`src/rtl/uart_rx_capture.sv`:
```
// 8N1 UART receiver with a first-word-fall-through byte FIFO, character counter
// and sticky framing/overflow flags.
module uart_rx_capture #(
  parameter int unsigned CLKS_PER_BIT = 32,
  parameter int unsigned FIFO_DEPTH   = 16
) (
  input  logic        clk,
  input  logic        rst_n,
  input  logic        rx_i,
  input  logic        rx_en_i,
  input  logic        clr_i,
  output logic [7:0]  data_o,
  output logic        valid_o,
  input  logic        ready_i,
  output logic        frame_err_o,
  output logic        overflow_o,
  output logic [31:0] char_cnt_o
);

  localparam int unsigned TW = $clog2(CLKS_PER_BIT);
  localparam int unsigned AW = $clog2(FIFO_DEPTH);
  localparam logic [TW-1:0] HALF_M1 = TW'(CLKS_PER_BIT / 2 - 1);
  localparam logic [TW-1:0] FULL_M1 = TW'(CLKS_PER_BIT - 1);

  typedef enum logic [2:0] {IDLE, START, DATA, STOP, WAIT_HI} state_e;

  state_e        state_q, state_d;
  logic [TW-1:0] timer_q, timer_d;
  logic [3:0]    bit_q, bit_d;
  logic [7:0]    shreg_q, shreg_d;
  logic          sync1_q, sync2_q;
  logic          rxs;
  logic          push_req, ferr_set;

  logic [7:0]    mem_q [FIFO_DEPTH];
  logic [AW:0]   wr_q, rd_q;
  logic          empty, full, pop, push, drop;

  assign rxs = sync2_q;

  always_ff @(posedge clk or negedge rst_n) begin
    if (!rst_n) begin
      sync1_q <= 1'b1;
      sync2_q <= 1'b1;
      state_q <= IDLE;
      timer_q <= '0;
      bit_q   <= '0;
      shreg_q <= '0;
    end else begin
      sync1_q <= rx_i;
      sync2_q <= sync1_q;
      state_q <= state_d;
      timer_q <= timer_d;
      bit_q   <= bit_d;
      shreg_q <= shreg_d;
    end
  end

  // Timer restarts at every sample point so each state counts from zero.
  always_comb begin
    state_d  = state_q;
    timer_d  = timer_q + TW'(1);
    bit_d    = bit_q;
    shreg_d  = shreg_q;
    push_req = 1'b0;
    ferr_set = 1'b0;
    case (state_q)
      IDLE: begin
        timer_d = '0;
        if (rx_en_i && !rxs) begin
          state_d = START;
          bit_d   = '0;
        end
      end
      START: begin
        if (timer_q == HALF_M1) begin
          timer_d = '0;
          state_d = rxs ? IDLE : DATA;
        end
      end
      DATA: begin
        if (timer_q == FULL_M1) begin
          timer_d = '0;
          shreg_d = {rxs, shreg_q[7:1]};
          bit_d   = bit_q + 4'd1;
          if (bit_q == 4'd7) state_d = STOP;
        end
      end
      STOP: begin
        if (timer_q == FULL_M1) begin
          timer_d = '0;
          if (rxs) begin
            push_req = 1'b1;
            state_d  = IDLE;
          end else begin
            ferr_set = 1'b1;
            state_d  = WAIT_HI;
          end
        end
      end
      WAIT_HI: begin
        timer_d = '0;
        if (rxs) state_d = IDLE;
      end
      default: state_d = IDLE;
    endcase
  end

  assign empty = (wr_q == rd_q);
  assign full  = ((wr_q - rd_q) == (AW+1)'(FIFO_DEPTH));
  assign pop   = !empty && ready_i;
  // A full FIFO still accepts a byte when the head leaves in the same cycle.
  assign push  = push_req && (!full || pop) && !clr_i;
  assign drop  = push_req && full && !pop && !clr_i;

  always_ff @(posedge clk or negedge rst_n) begin
    if (!rst_n) begin
      wr_q        <= '0;
      rd_q        <= '0;
      frame_err_o <= 1'b0;
      overflow_o  <= 1'b0;
      char_cnt_o  <= '0;
    end else if (clr_i) begin
      wr_q        <= '0;
      rd_q        <= '0;
      frame_err_o <= 1'b0;
      overflow_o  <= 1'b0;
      char_cnt_o  <= '0;
    end else begin
      if (push) begin
        wr_q       <= wr_q + (AW+1)'(1);
        char_cnt_o <= char_cnt_o + 32'd1;
      end
      if (pop)      rd_q        <= rd_q + (AW+1)'(1);
      if (ferr_set) frame_err_o <= 1'b1;
      if (drop)     overflow_o  <= 1'b1;
    end
  end

  always_ff @(posedge clk or negedge rst_n) begin
    if (!rst_n) begin
      for (int unsigned i = 0; i < FIFO_DEPTH; i++) mem_q[i] <= '0;
    end else if (push) begin
      mem_q[wr_q[AW-1:0]] <= shreg_q;
    end
  end

  assign data_o  = mem_q[rd_q[AW-1:0]];
  assign valid_o = !empty;

endmodule

```
`config.mk`:
```
export PLATFORM = sky130hd
export DESIGN_NAME = uart_rx_capture
export DESIGN_NICKNAME = d
export VERILOG_FILES = /design/src/rtl/uart_rx_capture.sv
export SDC_FILE = /design/constraint.sdc
export NUM_CORES = 1
export LEC_CHECK = 0
export CORE_MARGIN = 2
export CORE_UTILIZATION = 55
export DETAILED_ROUTE_END_ITERATION = 12
export PLACE_DENSITY = 0.74
export SLEW_MARGIN = 30
export SYNTH_ARGS = -nofsm -noshare
export SYNTH_HDL_FRONTEND = slang
export SYNTH_SLANG_ARGS = --single-unit
```
`constraint.sdc`:
```
create_clock -name clk -period 8.4 [get_ports clk]
set_input_delay 1.68 -clock clk [delete_from_list [all_inputs] [get_ports clk]]
set_output_delay 1.68 -clock clk [all_outputs]
set_load 0.01 [all_outputs]
```
Word-level counts from Yosys, hierarchy flattened:

Cells that the tools add are included.

* bits in registers: 194
* input bits: 6
* output and inout bits: 43

* add/sub/neg operators: 6
* magnitude comparators: 3
* equality and inequality tests: 15
* muxes and demuxes: 37
* bitwise logic cells: 2
* reductions and logical operators: 25

Operators with widths (count)
* $bwmux W128: 1
* $mux W32: 2
* $add A32 B1 Y32 const B: 1
* $bmux W8 S4: 1
* $demux W8 S4: 1
* $mux W5: 6
* $mux W8: 3
* $mux W3: 7
* $add A5 B1 Y5 const B: 3
* $pmux W3 S5: 1
* $pmux W5 S3: 1
* $ne A2 B2 Y1 const B: 6
* $eq A5 B5 Y1 const B: 2
* $ge A5 B5 Y1 const B: 2
* $mux W1: 10
* $not A4 Y5: 2
* $reduce_bool A2 Y1: 5
* $logic_and A1 B1 Y1: 8
* $mux W4: 2
* $pmux W4 S2: 1
* $eq A3 B2 Y1 const B: 2
* $reduce_and A6 Y1: 1
* $eq A5 B4 Y1 const B: 1
* $eq A5 B5 Y1: 1
* other kinds (13): 18

Longest topological paths before layout:

* word-level depth: 8
* mapped depth: 12
* gate-level depth less buffers: 9

Worst setup path after synthesis:

No wires, ideal clock.

* path type: register to output
* from: register rd_q[0]
* to: output port data_o[0]
* data arrival time: 2277 ps
* required time: 6720 ps
* path slack: 4443 ps
* stages on the path, launching flop included: 5
* path buffers: 2
* cell sequence: dfrtp_1 > clkbuf_1 > buf_1 > mux4_2 > mux4_2

* cells in the longest elaborated chain, start to end: 4

Ends and longest elaborated chain
* start, declared: line 36 `logic [AW:0] wr_q, rd_q;`
* start signal, assigned: line 134 `if (pop) rd_q <= rd_q + (AW+1)'(1);`
* $not A4 Y5 (not written as such): line 148 `assign data_o = mem_q[rd_q[AW-1:0]];`
* $bmux W8 S4: line 148
* $mux W8 (not written as such) (2 in a row): line 148
* end, declared: line 12 `output logic [7:0] data_o,`

Every way passes these cells. The select of a mux whose other input is x is not followed.

Worst setup path after layout:

* from: register rd_q[0]
* to: output port data_o[5]

The elaborated chain is that of the path after synthesis.

==> flow_metrics.py <==
metrics = {
    "worst_setup_path": {
        "path_buf_inv": 2,
        "cp-end-kind": "output port",
        "r2r_slack_ns": 4.33,
        "critical-path-slowest-cell": "mux4_2",
        "regToRegStartpoint": "rd_q[1]$_DFFE_PN0P_",
        "startpoint_type": "register",
        "path_cells": "buf_4, mux4_2, mux4_2, clkdlybuf4s50_1",
        "critPathTopFamily": "multiplexers",
        "crit_top_cell": "mux4_2",
        "crit_fanout": 32,
        "crit_arrival_ns": 3.08,
        "rr_endpoint": "mem_q[84]$_DFFE_PN0P_",
        "reg2reg_depth": 9,
        "critPathKind": "reg -> out",
        "worstPathRequired_ns": 6.72,
        "max_stage_delay_ns": 0.60,
    },
    "cells_and_area": {
        "nets": 759,
        "stdcell_area_sq_um": 10850,
        "n_antenna_cell": 0,
        "fill_cells": 1284,
        "drive_above_1_share_pct": 25.70,
        "syn2layout_area_growth_pct": 13.03,
    },
    "placement": {
        "dpl_cell_area_sq_um": 10230,
        "routabilityCongestion": 0.7737,
        "numPortBuffers": 48,
        "dpl.hpwl_um": 13400,
    },
    "floorplanning": {
        "ios": 49,
        "initial_core_util_pct": 55.90,
        "die_w_um": 136.1,
        "die_h_um": 136.1,
        "coreArea_sq_um": 17180,
        "die-area_sq_um": 18530,
        "rows": 48,
    },
    "power": {
        "p_total_mw": 1.908,
        "combPwrFrac_pct": 4.3,
        "p_sw_share_pct": 22.50,
        "clkPwrFrac_pct": 44.9,
        "intPower_mw": 1.479,
        "seqPwrFrac_pct": 50.8,
        "switchingPower_uw": 429.3,
        "power_density_nw_per_um2": 175.8,
        "worst_ir_drop_vdd_mv": 0.1845,
        "leakagePower_nw": 4.830,
    },
    "routing": {
        "routed_via_density": 6.216,
        "drt_iter0_drc": 442,
        "wl_per_cell_um": 21.58,
        "totalWireLength_um": 21070,
        "post-route-drc-count": 0,
        "vias": 6067,
        "drt-pass1-iter-count": 6,
        "postRouteAntennaNets": 0,
    },
    "sta": {
        "min_period_ns": 4.760,
        "hold_viol": 0,
        "finalSetupTns_ns": 0,
        "fin_worst_skew_ns": 0.01214,
        "maxSlewViolCount": 0,
        "setup-violations-final": 0,
        "relSlewSlack_pct": 40.15,
        "worst_pin_slew_ns": 0.8955,
        "rsz0062_at_grt": "no",
        "max_freq_ghz": 0.2101,
        "fin_crit_sh_pct": 56.67,
    },
    "clocking": {
        "cts_tree": "yes",
        "cts.path.max_buffers": 2,
        "htreeDepth": 4,
        "cts_buffers": 17,
        "cts.repair.resized": 0,
        "cts.clk_slew.worst_paths_ns": 0.08,
        "root_buffer": "clkbuf_16",
        "cts_setup_buffers": 0,
        "cts_sinks": 194,
        "holdBufCountCts": 0,
        "worstSkewPairLatency_ns": 0.44,
    },
    "logic_synthesis": {
        "yosysWarnings": 0,
        "ys.flop_type": "dfrtp_1",
        "synth-seq-cells": 194,
        "seq_area_frac_synth_pct": 50.59,
        "async_reset_ff_share_pct": 100.0,
        "mappedNetlistNets": 722,
        "synth_edf_count": 0,
        "synth_cell_types": 67,
        "synth_cells": 701,
        "syn_area_per_cell_sq_um": 13.70,
        "syn-cell-area_sq_um": 9602,
    },
    "min_path": {
        "min-delay-start": "sync1_q$_DFF_PN1_",
        "min_path_type": "reg -> reg",
        "whs_path_depth": 0,
        "min_to": "rxs$_DFF_PN1_",
    },
    "global_route": {
        "grt_max_degree": 114,
        "grt_pass1_wl_um": 34580,
        "grt_pass1_vias": 6288,
        "grt-ovfl-total": 0,
        "grt_usage_pct": 24.74,
        "antenna_found_initial": 0,
    },
    "job": {
        "cap_violations": 0,
    },
    "run_status": {
        "status": "finished, final reports clean",
    },
}
[layer usage]
| metal | GRT usage (%) | part of all wire, % | vias to the layer above |
|---|---|---|---|
| met4 | 8.565 | 2.1 | 0 |
| met1 | 33.26 | 44 | 3148 |
| met3 | 4.661 | 4.0 | 30 |
| li1 | - | - | 2731 |
| met2 | 40.68 | 50 | 158 |
| met5 | 0 | 0 | - |
[worst reg2reg max path: cells and delay by family, from the launching register on]
kind,cells,cell delay [ns]
compound gates,1,0.26
fa+ha+maj,1,0.34
buf+inv,2,0.59
flops,1,0.34
mux,1,0.40
simple gates,4,2.01
[cells by family (layout without fill, tap and decap cells)]
logic type | Yosys count | count (layout) | synth area share, %
AO/OA/AOI/OAI | 91 | 91 | 6.424
XOR/XNOR | 9 | 9 | 0.8209
adder cells (fa/ha/maj) | 15 | 15 | 1.955
buffers and inverters | 57 | 107 | 2.763
flip-flops | 194 | 194 | 50.59
multiplexers | 182 | 182 | 26.18
AND/OR/NAND/NOR | 153 | 153 | 11.27
[layout by cell type (no fill, tap or decap), types with 10 or more instances in the layout]
master / n
mux4_2: 41
a21oi_1: 35
inv_1: 19
mux2_1: 71
clkbuf_16: 17
dfrtp_1: 191
or4_1: 11
ha_1: 15
clkdlybuf4s50_1: 47
nand2_1: 16
nand4_4: 10
mux2_2: 68
o31ai_1: 11
nor2_1: 28
nand3_1: 19
[how the worst max path moves through the flow]
stage / depth (start not counted) / slack (ns) / startpoint / endpoint
global route: 4 / 3.51 / rd_q[0]$_DFFE_PN0P_ / data_o[5]
global placement: 6 / 4.02 / ready_i / mem_q[83]$_DFFE_PN0P_
floorplan: 4 / 4.44 / rd_q[0]$_DFFE_PN0P_ / data_o[0]
finish: 4 / 3.64 / rd_q[0]$_DFFE_PN0P_ / data_o[5]
detailed placement: 6 / 3.94 / ready_i / mem_q[84]$_DFFE_PN0P_
CTS: 4 / 3.59 / rd_q[0]$_DFFE_PN0P_ / data_o[5]
[power by group through the flow]
stage	logic [mW]	registers (mW)	clock network (mW)
after floorplan	0.0543	0.979	0
after global placement	0.0772	0.985	0
after detailed placement	0.0823	0.987	0
after CTS	0.0831	0.969	0.869
after global routing	0.0942	0.972	0.908
final	0.0815	0.969	0.857
[per-stage QoR]
stage	hold slack, ns	setup slack (ns)	util (%)	cells
floorplan	0.3452	4.443	-	701
global placement	0.3461	4.021	59.56	944
detailed placement	0.3470	3.941	59.56	944
CTS	0.3578	3.586	63.16	976
global route	0.3653	3.510	63.18	976
finish	0.3574	3.640	63.18	976
[Yosys cell counts, types with 3 or more instances]
cell type / n / area, sq um
o21ai_1: 9 / 45.04
o21a_1: 7 / 52.55
or3_2: 3 / 22.52
dfrtp_1: 192 / 4805
xnor2_1: 5 / 43.79
mux4_2: 41 / 923.4
inv_1: 19 / 71.32
o21ai_0: 6 / 30.03
and3_1: 3 / 18.77
or4_1: 11 / 82.58
a21oi_1: 35 / 175.2
or3_1: 8 / 50.05
mux2_1: 71 / 799.5
nor2_1: 28 / 105.1
nor3_1: 5 / 25.02
buf_1: 6 / 22.52
clkbuf_1: 20 / 75.07
buf_4: 3 / 22.52
nand2_1: 16 / 60.06
mux2_2: 68 / 765.7
xor2_1: 4 / 35.03
nand4_1: 9 / 56.30
o31a_1: 5 / 43.79
nand3_1: 19 / 95.09
and2_1: 5 / 31.28
buf_2: 4 / 20.02
a22o_1: 3 / 26.28
o31ai_1: 11 / 82.58
nand4_4: 10 / 212.7
nor3_2: 3 / 30.03
nor4_1: 7 / 43.79
nand4_2: 6 / 75.07
ha_1: 15 / 187.7
and4_1: 3 / 26.28
[flip-flops by register name, indices dropped and copies added (netlist names)]
| signal | cells |
|---|---|
| mem_q | 128 |
| char_cnt_o | 32 |
| shreg_q | 8 |
| rd_q | 5 |
| timer_q | 5 |
| wr_q | 5 |
| bit_q | 4 |
| state_q | 3 |
| frame_err_o | 1 |
| overflow_o | 1 |
| rxs | 1 |
| sync1_q | 1 |
[cell type report]
class / instances / area [sq um] / share of cell area, %
Tap cell: 225 / 281.5 / 2.594
Clock inverter: 13 / 183.9 / 1.695
Inverter: 20 / 75.07 / 0.6917
Multi-Input combinational cell: 450 / 4479 / 41.27
Clock buffer: 19 / 432.9 / 3.989
Sequential cell: 194 / 4858 / 44.77
Timing Repair Buffer: 55 / 541.8 / 4.992
No activity file was read; power rests on OpenSTA's default activity.
